**src/rtl/vga_pkg.sv**
```systemverilog
// Shared VGA 640x480@60 timing constants, coordinate type and helpers.
package vga_pkg;

    // Horizontal timing in pixels.
    localparam int H_VISIBLE = 640;
    localparam int H_FRONT   = 16;
    localparam int H_SYNC    = 96;
    localparam int H_BACK    = 48;

    // Vertical timing in lines.
    localparam int V_VISIBLE = 480;
    localparam int V_FRONT   = 10;
    localparam int V_SYNC    = 2;
    localparam int V_BACK    = 33;

    // Width of the coordinate counters.
    localparam int COORD_W = 10;

    typedef logic [COORD_W-1:0] coord_t;

    // Length of one scan period: visible area, front porch, sync pulse and back porch.
    function automatic int span_total(input int visible, input int front,
                                      input int sync, input int back);
        return visible + front + sync + back;
    endfunction

    // First counter value of the sync pulse.
    function automatic int sync_start(input int visible, input int front);
        return visible + front;
    endfunction

    // Derived totals and sync start points.
    localparam int H_TOTAL  = span_total(H_VISIBLE, H_FRONT, H_SYNC, H_BACK);
    localparam int V_TOTAL  = span_total(V_VISIBLE, V_FRONT, V_SYNC, V_BACK);
    localparam int HS_START = sync_start(H_VISIBLE, H_FRONT);
    localparam int VS_START = sync_start(V_VISIBLE, V_FRONT);

endpackage

```
**src/rtl/vga_timing_generator_wrap_counter.sv**
```systemverilog
// Modulo-MAX counter that advances when en is high.
// The wrap output flags the enabled tick on which the count returns to zero.
module wrap_counter
    import vga_pkg::*;
#(
    parameter int MAX = H_TOTAL
) (
    input  logic   clk,
    input  logic   rst,
    input  logic   en,
    output coord_t count,
    output logic   wrap
);

    localparam coord_t LAST = coord_t'(MAX - 1);

    coord_t count_q;
    coord_t count_d;

    // Next count: hold, increment, or return to zero after the last value.
    always_comb begin
        wrap    = en && (count_q == LAST);
        count_d = count_q;
        if (en) begin
            count_d = wrap ? '0 : count_q + coord_t'(1);
        end
    end

    // Count register.
    always_ff @(posedge clk or posedge rst) begin
        if (rst) begin
            count_q <= '0;
        end else begin
            count_q <= count_d;
        end
    end

    assign count = count_q;

endmodule

```
**src/rtl/vga_timing_generator.sv**
```systemverilog
// VGA timing generator: one pixel every two clk cycles.
// Stage 0 presents the requested coordinate (x, y, visible) combinationally.
// Stage 1 registers sync, blanking and the returned colour one pixel tick later.
module vga_timing_generator #(
    parameter int H_VISIBLE = vga_pkg::H_VISIBLE,
    parameter int H_FRONT   = vga_pkg::H_FRONT,
    parameter int H_SYNC    = vga_pkg::H_SYNC,
    parameter int H_BACK    = vga_pkg::H_BACK,
    parameter int V_VISIBLE = vga_pkg::V_VISIBLE,
    parameter int V_FRONT   = vga_pkg::V_FRONT,
    parameter int V_SYNC    = vga_pkg::V_SYNC,
    parameter int V_BACK    = vga_pkg::V_BACK
) (
    input  logic                clk,
    input  logic                rst,
    input  logic [23:0]         rgb_in,
    output vga_pkg::coord_t     x,
    output vga_pkg::coord_t     y,
    output logic                visible,
    output logic                vga_clk,
    output logic [7:0]          vga_r,
    output logic [7:0]          vga_g,
    output logic [7:0]          vga_b,
    output logic                vga_hs,
    output logic                vga_vs,
    output logic                vga_blank_n,
    output logic                vga_sync_n
);

    import vga_pkg::*;

    // Totals and sync windows come from the package helpers, so overriding a
    // timing parameter keeps every derived value consistent.
    localparam int H_TOT = span_total(H_VISIBLE, H_FRONT, H_SYNC, H_BACK);
    localparam int V_TOT = span_total(V_VISIBLE, V_FRONT, V_SYNC, V_BACK);

    localparam coord_t H_VIS_C    = coord_t'(H_VISIBLE);
    localparam coord_t V_VIS_C    = coord_t'(V_VISIBLE);
    localparam coord_t HS_FIRST_C = coord_t'(sync_start(H_VISIBLE, H_FRONT));
    localparam coord_t HS_END_C   = coord_t'(sync_start(H_VISIBLE, H_FRONT) + H_SYNC);
    localparam coord_t VS_FIRST_C = coord_t'(sync_start(V_VISIBLE, V_FRONT));
    localparam coord_t VS_END_C   = coord_t'(sync_start(V_VISIBLE, V_FRONT) + V_SYNC);

    logic        pix_en_q;
    logic        pix_en_d;
    coord_t      hcount;
    coord_t      vcount;
    logic        h_wrap;
    logic        v_wrap;
    logic        visible_s0;
    logic        hs_raw;
    logic        vs_raw;

    logic        hs_q;
    logic        hs_d;
    logic        vs_q;
    logic        vs_d;
    logic        blank_n_q;
    logic        blank_n_d;
    logic [23:0] rgb_q;
    logic [23:0] rgb_d;

    // Pixel enable alternates every clk; a pixel tick is an edge with pix_en_q high.
    always_comb begin
        pix_en_d = ~pix_en_q;
    end

    // Pixel enable register.
    always_ff @(posedge clk or posedge rst) begin
        if (rst) begin
            pix_en_q <= 1'b0;
        end else begin
            pix_en_q <= pix_en_d;
        end
    end

    // Horizontal position; its wrap advances the line counter.
    wrap_counter #(
        .MAX(H_TOT)
    ) u_hcount (
        .clk  (clk),
        .rst  (rst),
        .en   (pix_en_q),
        .count(hcount),
        .wrap (h_wrap)
    );

    // Vertical position; wraps together with hcount on the last pixel of the frame.
    wrap_counter #(
        .MAX(V_TOT)
    ) u_vcount (
        .clk  (clk),
        .rst  (rst),
        .en   (h_wrap),
        .count(vcount),
        .wrap (v_wrap)
    );

    // Stage 0: visible-area compare and raw active-low sync windows.
    always_comb begin
        visible_s0 = (hcount < H_VIS_C) && (vcount < V_VIS_C);
        hs_raw     = !((hcount >= HS_FIRST_C) && (hcount < HS_END_C));
        vs_raw     = !((vcount >= VS_FIRST_C) && (vcount < VS_END_C));
    end

    // Stage 1 next values: capture on a pixel tick, colour forced to black when blanked.
    always_comb begin
        hs_d      = hs_q;
        vs_d      = vs_q;
        blank_n_d = blank_n_q;
        rgb_d     = rgb_q;
        if (pix_en_q) begin
            hs_d      = hs_raw;
            vs_d      = vs_raw;
            blank_n_d = visible_s0;
            rgb_d     = visible_s0 ? rgb_in : 24'h000000;
        end
    end

    // Stage 1 output registers.
    always_ff @(posedge clk or posedge rst) begin
        if (rst) begin
            hs_q      <= 1'b1;
            vs_q      <= 1'b1;
            blank_n_q <= 1'b0;
            rgb_q     <= 24'h000000;
        end else begin
            hs_q      <= hs_d;
            vs_q      <= vs_d;
            blank_n_q <= blank_n_d;
            rgb_q     <= rgb_d;
        end
    end

    // Stage 1 updates on the edge that drops pix_en_q, so vga_clk rises one clk
    // later, in the middle of the two-clk output interval.
    assign vga_clk     = pix_en_q;
    assign x           = hcount;
    assign y           = vcount;
    assign visible     = visible_s0;
    assign vga_hs      = hs_q;
    assign vga_vs      = vs_q;
    assign vga_blank_n = blank_n_q;
    assign vga_r       = rgb_q[23:16];
    assign vga_g       = rgb_q[15:8];
    assign vga_b       = rgb_q[7:0];
    assign vga_sync_n  = 1'b0;

endmodule

```
**config.mk**
```make
export PLATFORM = sky130hd
export DESIGN_NAME = vga_timing_generator
export DESIGN_NICKNAME = d
export VERILOG_FILES = /design/src/rtl/vga_pkg.sv /design/src/rtl/vga_timing_generator_wrap_counter.sv /design/src/rtl/vga_timing_generator.sv
export SDC_FILE = /design/constraint.sdc
export NUM_CORES = 1
export LEC_CHECK = 0
export CAP_MARGIN = 0
export CORE_MARGIN = 3
export CORE_UTILIZATION = 40
export DETAILED_ROUTE_END_ITERATION = 10
export DONT_BUFFER_PORTS = 1
export PLACE_DENSITY = 0.59
export SETUP_SLACK_MARGIN = 0.3
export SLEW_MARGIN = 0
export SYNTH_ARGS = -nofsm -noshare
export SYNTH_HDL_FRONTEND = slang
export SYNTH_HIERARCHICAL = 1
export SYNTH_SLANG_ARGS = --single-unit
```
**constraint.sdc**
```tcl
create_clock -name clk -period 6.2 [get_ports clk]
set_clock_uncertainty 0.15 [all_clocks]
set_input_delay 0.62 -clock clk [delete_from_list [all_inputs] [get_ports clk]]
set_output_delay 0.62 -clock clk [all_outputs]
set_load 0.05 [all_outputs]
```
# --- After elaboration in Yosys (flattened, before gate mapping) ---
# Index checks and enable logic that the tools add are counted.
totals:
  reg_bits: 48
  inputBits: 26
  output_inout_bits: 50
  wordCells: 28
op_classes:
  n_addsub: 2
  order_cmp: 6
  eq_ne: 2
  n_mux: 3
  bitwise: 1
  reduce_logical: 7
op_table:
  columns: ["operator", "count"]
  rows:
  - ["$mux W24", 1]
  - ["$add A10 B1 Y10 const B", 2]
  - ["$eq A10 B10 Y1 const B", 2]
  - ["$lt A10 B10 Y1 const B", 2]
  - ["$lt A10 B9 Y1 const B", 2]
  - ["$mux W10", 2]
  - ["$ge A10 B10 Y1 const B", 1]
  - ["$ge A10 B9 Y1 const B", 1]
  - ["$logic_and A1 B1 Y1", 5]
  - ["$logic_not A1 Y1", 2]
  - ["$not A1 Y1", 1]

# --- Depth between registers and ports, before layout ---
# Gate-level depths: netlist of run 1.
logic_depth:
  ltp_word: 4
  mapped_depth: 8

# --- By module ---
# Netlist of run 1, hierarchy kept.
modules_own_cells:
  columns: ["mod", "n_inst", "cells_each", "area_per_inst_um2", "seq_area_each_um2"]
  rows:
  - ["vga_timing_generator", 1, 78, 1127.3, 703.2]
  - ["wrap_counter (u_hcount)", 1, 49, 534.3, 250.2]
  - ["wrap_counter (u_vcount)", 1, 54, 504.2, 250.2]

# --- Worst setup path before layout of run 1 ---
# Ideal clock, no wire load.
synth_path:
  path_type: "register -> output"
  startpoint: "register u_vcount.count_q[5] (netlist: u_vcount/count[5])"
  endpoint: "output port visible"
  arrival_ns: 2.005
  t_required_ns: 5.430
  setup_slack_ns: 3.425
  stages_incl_launch_ff: 3
  n_path_buf: 0
  path_cell_list: "dfrtp_1 and4_1 nor3_1"
synth_between:
  elab_chain_cells: 2
synth_lines:
  columns: ["item", "line", "rtl"]
  rows:
  - ["start: declaration", "vga_timing_generator_wrap_counter.sv:17", "coord_t count_q;"]
  - ["start signal: assignment", "vga_timing_generator_wrap_counter.sv:34", "count_q <= count_d;"]
  - ["$lt A10 B9 Y1", "vga_timing_generator.sv:101", "visible_s0 = (hcount < H_VIS_C) && (vcount < V_VIS_C);"]
  - ["$logic_and A1 B1 Y1", "vga_timing_generator.sv:101", null]
  - ["end: declaration", "vga_timing_generator.sv:19", "output logic visible,"]
# No other way between the ends.

# --- Worst setup path in the final report of run 1 ---
layout_path:
  startpoint: "register u_hcount.count_q[0] (netlist: u_hcount/count[0])"
  endpoint: "register u_vcount.count_q[7] (netlist: u_vcount/count[7])"
layout_between:
  elab_chain_cells: 4
layout_lines:
  columns: ["item", "line", "rtl"]
  rows:
  - ["start: declaration", "vga_timing_generator_wrap_counter.sv:17", null]
  - ["start signal: assignment", "vga_timing_generator_wrap_counter.sv:34", null]
  - ["$eq A10 B10 Y1 (*)", "vga_timing_generator_wrap_counter.sv:22", "wrap = en && (count_q == LAST);"]
  - ["$logic_and A1 B1 Y1 (*)", "vga_timing_generator_wrap_counter.sv:22", null]
  - ["via h_wrap", "vga_timing_generator.sv:48", "logic h_wrap;"]
  - ["$logic_and A1 B1 Y1", "vga_timing_generator_wrap_counter.sv:22", null]
  - ["$mux W10", "vga_timing_generator_wrap_counter.sv:25", "count_d = wrap ? '0 : count_q + coord_t'(1);"]
# The timed path passes the listed nets; every way through them passes the cells marked *.
# A chain may end at the register's enable or synchronous reset.

==> run summary, run 1 <==
For the cell area after technology mapping, the log shows 2170 sq um. Register bit count reported by yosys: 48. The final route contains 1518 vias.

Wires add up to 4.74 mm. Detailed routing placed a total of 2.43 mm of wire on met2. The logs give 41.9% for the initial cell density of the core and 26 for the site row count. Yosys mapped the design onto 42 distinct sky130hd cell types. The largest single stage delay on the critical path is 0.72 ns.

The top cell type by area accounts for 53.1% of the synthesized area. Derived from the worst setup path, the maximum achievable clock frequency is 0.357 GHz. The endpoint type of the worst setup path is a flop. The part of the total power dissipated in the clock network came out at 38.1%. For the antenna diode count, the log shows 0. Top flip-flop cell by instance count after synthesis: sky130_fd_sc_hd__dfrtp_1.

After clock tree synthesis, the clock-pin slew on the worst setup and hold paths is 0.09 ns. At the placement stage, the worst setup path has a slack of 3.38 ns. The worst-case register-to-register setup slack is 3.40 ns, and the maximum number of pins on one net before global-route repair is 29. In this run the cell area measured after placement is 2190 sq um. For the via count of the first global-routing pass, the log shows 1370. The cell type with the largest total area after synthesis was sky130_fd_sc_hd__dfrtp_1. Registers are responsible for 59.3% of the overall power. The area growth from synthesis to layout is 6.53%. Setup slack closes at 3.40 ns. STA puts the critical path data required time at 6.21 ns. Worst reg2reg path depth: 7. The most common cell in the synthesized netlist is sky130_fd_sc_hd__dfrtp_1.

The run finished with clean final reports. Measured against its own limit, the worst slew margin works out to 29.5%. After clock tree synthesis, the repair step resized 0 gates.

The worst register-to-register path begins at u_hcount/count[0]$_DFFE_PP0P_. Along the worst path, the maximum fanout reaches 13. Initial antenna violation count: 0. The run gives 0 as the number of max-cap violations.

Family with the most delay on the worst path: simple AND/OR/NAND/NOR gates. Setup violations remaining at the end of the flow were counted as 0. After detailed routing, the number of remaining DRC violations is 0.

The final critical path takes up 45.2% of the cycle. In this run the power spent charging and discharging nets is 151 uW. Internal power comes to 448 uW. Across the VDD grid, the largest voltage drop is 97.5 uV. Total chip power: 599 uW. Ranked by instance count, the synthesized netlist is headed by 46 x sky130_fd_sc_hd__dfrtp_1, 24 x sky130_fd_sc_hd__a32o_1, 14 x sky130_fd_sc_hd__nand2_1, 8 x sky130_fd_sc_hd__inv_1, 8 x sky130_fd_sc_hd__nor2_1.

The final-report max-slew violation count came out at 0. Yosys printed 6 warnings. The run gives 0.910 nW as the static leakage power.

For the worst-skew pair, the clock arrives at the later sink with an insertion delay of 0.29 ns. The count of nets after finishing came out at 209. The min-delay analysis places its worst path in the category input port to async pin. The number of buffers inserted to repair setup after CTS came out at 0. Type of origin of the critical path: a flop.

In this run, the number of DRC markers left after iteration 0 of detailed routing was 112. Counting tap cells, the placed design contains a total of 243 instances. The tools report the non-filler instance count after layout as 251. Setup total negative slack: 0 ns. Counting the buffers created by CTS gives 5.

Fill cells in the final layout number 468. Total I/O pin count: 76. The logs give 48 for the clock sink count and 181 for the instance count of the mapped netlist. The routed design uses 376 microns of met3 wire.

In the synthesized netlist the async set-or-reset flop fraction comes to 100%. For the number of hold violations in the final report, the log shows 0. Routed wirelength normalized by instance count: 18.9 microns. Walking the worst path, the cells encountered are ha_1, inv_1, nor4_4, nand3_1, nor2_1, nand4_1, xnor2_1. The clock passes through at most 2 buffers. The horizontal extent of the die is 79.6 microns, and the transition time of the tightest slew-check pin is 1.06 ns. In the final layout, the share of cells above drive strength 1 is 11.0%. The slowest stage of the critical path belongs to the cell sky130_fd_sc_hd__dfrtp_1. The core region is 5170 sq um. Ranked by total cell area, the synthesized netlist is headed by sky130_fd_sc_hd__dfrtp_1 53%, sky130_fd_sc_hd__a32o_1 11%, sky130_fd_sc_hd__dfstp_2 2.4%, sky130_fd_sc_hd__nand2_1 2.4%, sky130_fd_sc_hd__xnor2_1 2.4%. The pre-antenna-repair detailed-routing pass consisted of 4 iterations. For the worst setup path, the data arrival time is 2.82 ns. The net count after synthesis was 210; the final global-route overflow total was 0. The congestion estimate from routability-driven global placement came to 0.820. TritonCTS built the clock tree.

The share of total power consumed by net switching came out at 25.2%. The tools report the number of nets with antenna violations after routing as 0. After detailed routing, the number of vias per cell comes to 6.05. The floorplan step defined a die boundary enclosing 6330 sq um. The number of enable-type register cells in the synthesized netlist works out to 0. The average cell area after synthesis was 12.0 sq um. The count of buffers inserted at the top-level ports came out at 0. The die boundary height was 79.6 microns. Setup repair after global routing left no endpoint under its margin. The H-tree level count came out at 2. Sequential elements use 55.6% of the synthesized area. The capture instance of the worst register-to-register path is u_vcount/count[7]$_DFFE_PP0P_. The buffering stage count on the worst path with inverters included came out at 1. For the finished layout, the period the worst path requires is 2.80 ns. In this run the top signal layer used is met4.

For the detailed-route wire length on metal 1, the log shows 1.82 mm. The root buffer cell chosen for the clock tree is sky130_fd_sc_hd__clkbuf_8. The number of buffers added to fix hold violations after cts came out at 0.

After legalization and detailed placement, the total HPWL measured 3.39 mm. The critical path is of the flop to flop type. The first global-routing pass estimated 7.13 mm of wire. Global routing used 14.6% of the available tracks across all layers.

The power density over the cells came out at 260 nW/um^2. The tools report the power share of the combinational group as 2.6%. With fillers left out, the area of the finished cells amounts to 2310 sq um.
[how the worst max path moves through the flow]
stage / cells after the start / slack, ns / endpoint / startpoint
floorplan: 2 / 3.43 / visible / u_vcount/count[5]$_DFFE_PP0P_
CTS: 7 / 3.38 / u_vcount/count[7]$_DFFE_PP0P_ / u_hcount/count[0]$_DFFE_PP0P_
global route: 7 / 3.22 / u_vcount/count[7]$_DFFE_PP0P_ / u_hcount/count[0]$_DFFE_PP0P_
finish: 7 / 3.40 / u_vcount/count[7]$_DFFE_PP0P_ / u_hcount/count[0]$_DFFE_PP0P_
global placement: 7 / 3.48 / u_vcount/count[7]$_DFFE_PP0P_ / u_hcount/count[0]$_DFFE_PP0P_
detailed placement: 7 / 3.38 / u_vcount/count[7]$_DFFE_PP0P_ / u_hcount/count[0]$_DFFE_PP0P_
[sequential cells by signal (all words and copies together) (netlist names)]
name	flops
u_vcount/count	10
vga_blank_n	1
vga_clk	1
vga_vs	1
u_hcount/count	10
rgb_q	24
vga_hs	1
[layout by cell type (no fill, tap or decap), types with 2 or more instances in the layout]
| cell | netlist | routed |
|---|---|---|
| sky130_fd_sc_hd__a21o_1 | 2 | 2 |
| sky130_fd_sc_hd__xor2_1 | 4 | 4 |
| sky130_fd_sc_hd__o21ai_0 | 6 | 6 |
| sky130_fd_sc_hd__ha_1 | 3 | 3 |
| sky130_fd_sc_hd__nand4_1 | 7 | 7 |
| sky130_fd_sc_hd__nor3_1 | 6 | 5 |
| sky130_fd_sc_hd__or3_1 | 2 | 2 |
| sky130_fd_sc_hd__and3_1 | 2 | 2 |
| sky130_fd_sc_hd__nand2b_1 | 4 | 4 |
| sky130_fd_sc_hd__nor2_1 | 8 | 8 |
| sky130_fd_sc_hd__and4_1 | 2 | 2 |
| sky130_fd_sc_hd__nand3_1 | 3 | 3 |
| sky130_fd_sc_hd__nand2_1 | 14 | 14 |
| sky130_fd_sc_hd__inv_1 | 8 | 8 |
| sky130_fd_sc_hd__dfrtp_1 | 46 | 46 |
| sky130_fd_sc_hd__o22ai_1 | 2 | 2 |
| sky130_fd_sc_hd__clkbuf_8 | 0 | 5 |
| sky130_fd_sc_hd__xnor2_1 | 6 | 6 |
| sky130_fd_sc_hd__a21oi_1 | 3 | 3 |
| sky130_fd_sc_hd__nor4_1 | 2 | 2 |
| sky130_fd_sc_hd__dfstp_2 | 2 | 2 |
| sky130_fd_sc_hd__a32o_1 | 24 | 24 |
[routing by layer]
metal | up-vias | GRT usage [%]
li1 | 677 | -
met1 | 760 | 17.4
met2 | 70 | 23.9
met3 | 11 | 5.30
met4 | 0 | 5.67
met5 | - | 0
[per-stage QoR]
stage	util [%]	hold WS, ns
floorplan	-	0.310
global placement	42.4	0.348
detailed placement	42.4	0.353
CTS	44.6	0.0272
global route	44.6	0.0445
finish	44.6	0.0265
[cell families after synthesis]
kind of cell,count (synthesis),share of synthesized area (%)
fa+ha+maj,3,1.73
buf+inv,18,4.97
xor+xnor,10,4.04
simple gates,58,16.9
other cells,1,0.173
compound gates,43,16.6
flops,48,55.6
[area by class of cell]
| type | count | area (sq um) | share of cell area (%) |
|---|---|---|---|
| repair buffers | 1 | 7.51 | 0.325 |
| clock buffers | 5 | 68.8 | 2.98 |
| clock inverters | 3 | 46.3 | 2.01 |
| well taps | 70 | 87.6 | 3.80 |
| inverters | 9 | 33.8 | 1.46 |
| flip-flops and latches | 48 | 1200 | 52.2 |
| multi-input cells | 115 | 860 | 37.3 |
[worst reg2reg max path, delay by kind of cell (launching register included)]
| family | cells | cell delay, ns |
|---|---|---|
| simple gates | 4 | 1.20 |
| xor+xnor | 1 | 0.18 |
| fa+ha+maj | 1 | 0.33 |
| buf+inv | 1 | 0.10 |
| flops | 1 | 0.72 |
[power by group through the flow]
stage	Combinational (mW)	Clock, mW	Sequential (mW)
finish	0.0156	0.228	0.355
global route	0.0177	0.249	0.356
CTS	0.0163	0.235	0.356
detailed placement	0.0163	0	0.362
global placement	0.0151	0	0.361
floorplan	0.0139	0	0.360
Note: power is estimated with default switching activity, not from simulation.
==> run 2: changes to the inputs <==
Settings changed: PLACE_DENSITY 0.59 to 0.61.
Clock period 6.2 ns to 2.3 ns, I/O delays scaled along.
==> run summary, run 2 (synthesis gave the netlist of run 1 again) <==
The delay of the slowest cell on the worst path was 0.41 ns (-0.31 ns); the DRC violation count after routing was 0 (unchanged). The tools report the utilization of the core after routing as 53.7% (+9.1 points). Core footprint: 5170 sq um (unchanged). The total of fill cells in the finished design was 423 (-9.6%); the required time of the critical path was 1.92 ns (-4.29 ns). The antenna diode count was 0 (unchanged); the number of optimization iterations in the first detailed-route pass was 4 (unchanged). Transition time of the tightest slew-check pin: 0.620 ns (-0.436 ns). The worst register-to-register path ends at u_vcount/count[3]$_DFFE_PP0P_. The type of origin of the critical path is a flop.

The count of buffers inserted at the top-level ports was 0 (unchanged). The worst reg2reg path depth came out at 6 (-1). The tools report the static leakage power as 1.12 nW (+23%).

In the layout the commonest cells are 36 x sky130_fd_sc_hd__dfrtp_1, 25 x sky130_fd_sc_hd__dlygate4sd3_1, 24 x sky130_fd_sc_hd__a32o_1. The run gives 16.4% (+1.9 points) as the global-route total usage across every layer. The root buffer cell chosen for the clock tree is sky130_fd_sc_hd__clkbuf_8. The clock-pin slew reported for the worst setup and hold paths after clock tree synthesis was 0.09 ns (about the same); the clock sink count was 48 (unchanged). The peak ir drop on the vdd network was 220 uV (+130%).

The die boundary height works out to 79.6 microns (unchanged). For the setup total negative slack, the log shows 0 ns (unchanged). The worst register-to-register path begins at vga_clk$_DFF_PP0_. For the number of hold violations in the final report, the log shows 0 (unchanged). From synthesis to final layout, the design area changed by 28.2%. The proportion of layout cells with a drive suffix above 1 was 25.0% (+14 points); the final setup violation count was 0 (unchanged).

Counting stages on the worst path, the most repeated cell is sky130_fd_sc_hd__buf_4. For the internal power, the log shows 1.26 mW (+180%). For the sequential share of power, the log shows 57.5% (-1.8 points). The horizontal extent of the die is 79.6 microns (unchanged). TritonCTS built the clock tree.

The part of the total power dissipated in the clock network is 37.7% (-0.4 points). The met3 layer usage reported by global route is 4.29% (-1.0 points), and the wire length of the first global-routing pass is 8.16 mm (+15%). The class of the most critical hold timing path is input port to async pin. The worst-case register-to-register setup slack was 0.43 ns (-2.97 ns); the data arrival at the endpoint of the critical path was 1.52 ns (-1.30 ns). The run gives 3.71 mm (+9.4%) as the half-perimeter wire length after detailed placement.

Site row count: 26 (unchanged). Most crowded layer after global routing: met2. Minimum clock period: 1.90 ns. The share of total power consumed by net switching is 24.1% (-1.1 points), and the detailed-route wire length is 5.21 mm (+10%). The run gives 0 (unchanged) as the final global-route overflow total. For the number of buffers between clock root and the deepest sink, the log shows 2 (unchanged).

The category of the critical setup timing path was flop to primary output. The run gives 58.7% (+29 points) as the relative slew slack. The flow ran to the end, and the final reports show no timing, DRC or antenna violations.

The tools report the routability congestion estimate from global placement as 0.865 (+5.5%). The power share of the combinational group was 4.8% (+2.2 points). Via count of the first global-routing pass: 1665 (+22%). Average via count per standard cell: 5.63 (-6.9%). The clock network latency to the later pin of the worst-skew pair was 0.29 ns (about the same). The tools report the total I/O pin count as 76 (unchanged).

Power density over the cells: 600 nW/um^2 (+130%). The number of max-cap violations is 0 (unchanged). The number of design-rule violations left by the first detailed-router iteration was 125 (+12%). The final-report max-slew violation count is 0 (unchanged). Endpoint type of the worst setup path: a primary output. H-tree level count: 2 (unchanged). The initial antenna violation count came out at 0 (unchanged). The slowest stage of the critical path belongs to the cell sky130_fd_sc_hd__dfrtp_2. The peak clock frequency supported by timing was 0.525 GHz; the initial cell density of the core was 41.9% (unchanged). After layout, the worst path uses 82.7% of the clock period. The flip-flop count of the largest register after layout was 24 (unchanged). The library cell used most frequently in the layout, excluding fill and tap cells, is sky130_fd_sc_hd__dfrtp_1. Setup repair after global routing left no endpoint under its margin. The largest fanout on the critical path came out at 6 (-7). Register bank with the most flops: rgb_q. For the count of nets after finishing, the log shows 256 (+22%). The via count is 1677 (+10%). The number of nets with antenna violations after routing is 0 (unchanged). For the die outline area, the log shows 6330 sq um (unchanged). The logs give 5 (unchanged) for the number of buffers created by CTS and 20.5% (+3.1 points) for the met1 track demand over resource.

The net switching power was 401 uW (+170%); the routed wirelength normalized by instance count was 17.5 microns (-7.3%). Traced cell by cell, the critical path runs through buf_4, o21a_1, nor3_2, buf_4. The run gives 27.4% (+3.5 points) as the met2 usage. The maximum number of pins on one net before global-route repair came out at 28 (-3.4%).
[run 2: timing repair]
action                    4_1_cts  5_1_grt
resized for setup               0        0
buffers inserted                0        0
hold buffers                   25        0
hold endpoints to repair       57        0
[run 2: area by class of cell]
type | instances | area (sq um) | share of cell area [%]
Sequential cell | 48 | 1220 | 43.8
Inverter | 9 | 33.8 | 1.22
Tap cell | 70 | 87.6 | 3.15
Multi-Input combinational cell | 115 | 896 | 32.3
Clock inverter | 2 | 38.8 | 1.40
Timing Repair Buffer | 48 | 423 | 15.2
Clock buffer | 6 | 82.6 | 2.97
[run 2: worst max-delay path by stage]
stage                                  start  slack (ns)                             to
3_5_place_dp               vga_clk$_DFF_PP0_        0.44  u_vcount/count[3]$_DFFE_PP0P_
4_1_cts        u_hcount/count[7]$_DFFE_PP0P_        0.37                        visible
2_1_floorplan  u_hcount/count[1]$_DFFE_PP0P_        0.09  u_vcount/count[8]$_DFFE_PP0P_
5_1_grt                    vga_clk$_DFF_PP0_        0.32  u_vcount/count[7]$_DFFE_PP0P_
6_report       u_hcount/count[7]$_DFFE_PP0P_        0.40                        visible
3_3_place_gp   u_hcount/count[7]$_DFFE_PP0P_        0.50  u_vcount/count[8]$_DFFE_PP0P_
[run 2: per-stage QoR]
stage	area [sq um]	setup WS [ns]	hold slack, ns	power, mW	cells
after floorplan	2230	0.0888	-0.0804	1.01	181
after global placement	2410	0.498	-0.0403	1.02	265
after detailed placement	2410	0.443	-0.0227	1.02	265
after CTS	2780	0.375	0.264	1.68	298
after global routing	2780	0.318	0.282	1.73	298
final	2780	0.397	0.266	1.67	298
[run 2: power groups by stage]
stage	clock [mW]	combinational, mW	sequential (mW)
6_report	0.629	0.0795	0.958
5_1_grt	0.683	0.0863	0.960
4_1_cts	0.646	0.0807	0.957
3_5_place_dp	0	0.0451	0.975
3_3_place_gp	0	0.0421	0.973
2_1_floorplan	0	0.0373	0.969
[run 2: layer usage]
layer / part of all wire, % / vias up / wire (microns)
met2: 51 / 66 / 2680
met1: 39 / 831 / 2040
met5: 0 / - / 0
met4: 1.6 / 0 / 81
li1: - / 771 / -
met3: 7.9 / 9 / 409
[run 2: worst max-delay path, delay by kind of cell, from the launching register on]
kind	cells	cell delay (ns)
AND/OR/NAND/NOR	1	0.15
AO/OA/AOI/OAI	1	0.24
buffers and inverters	2	0.42
flip-flops	1	0.41
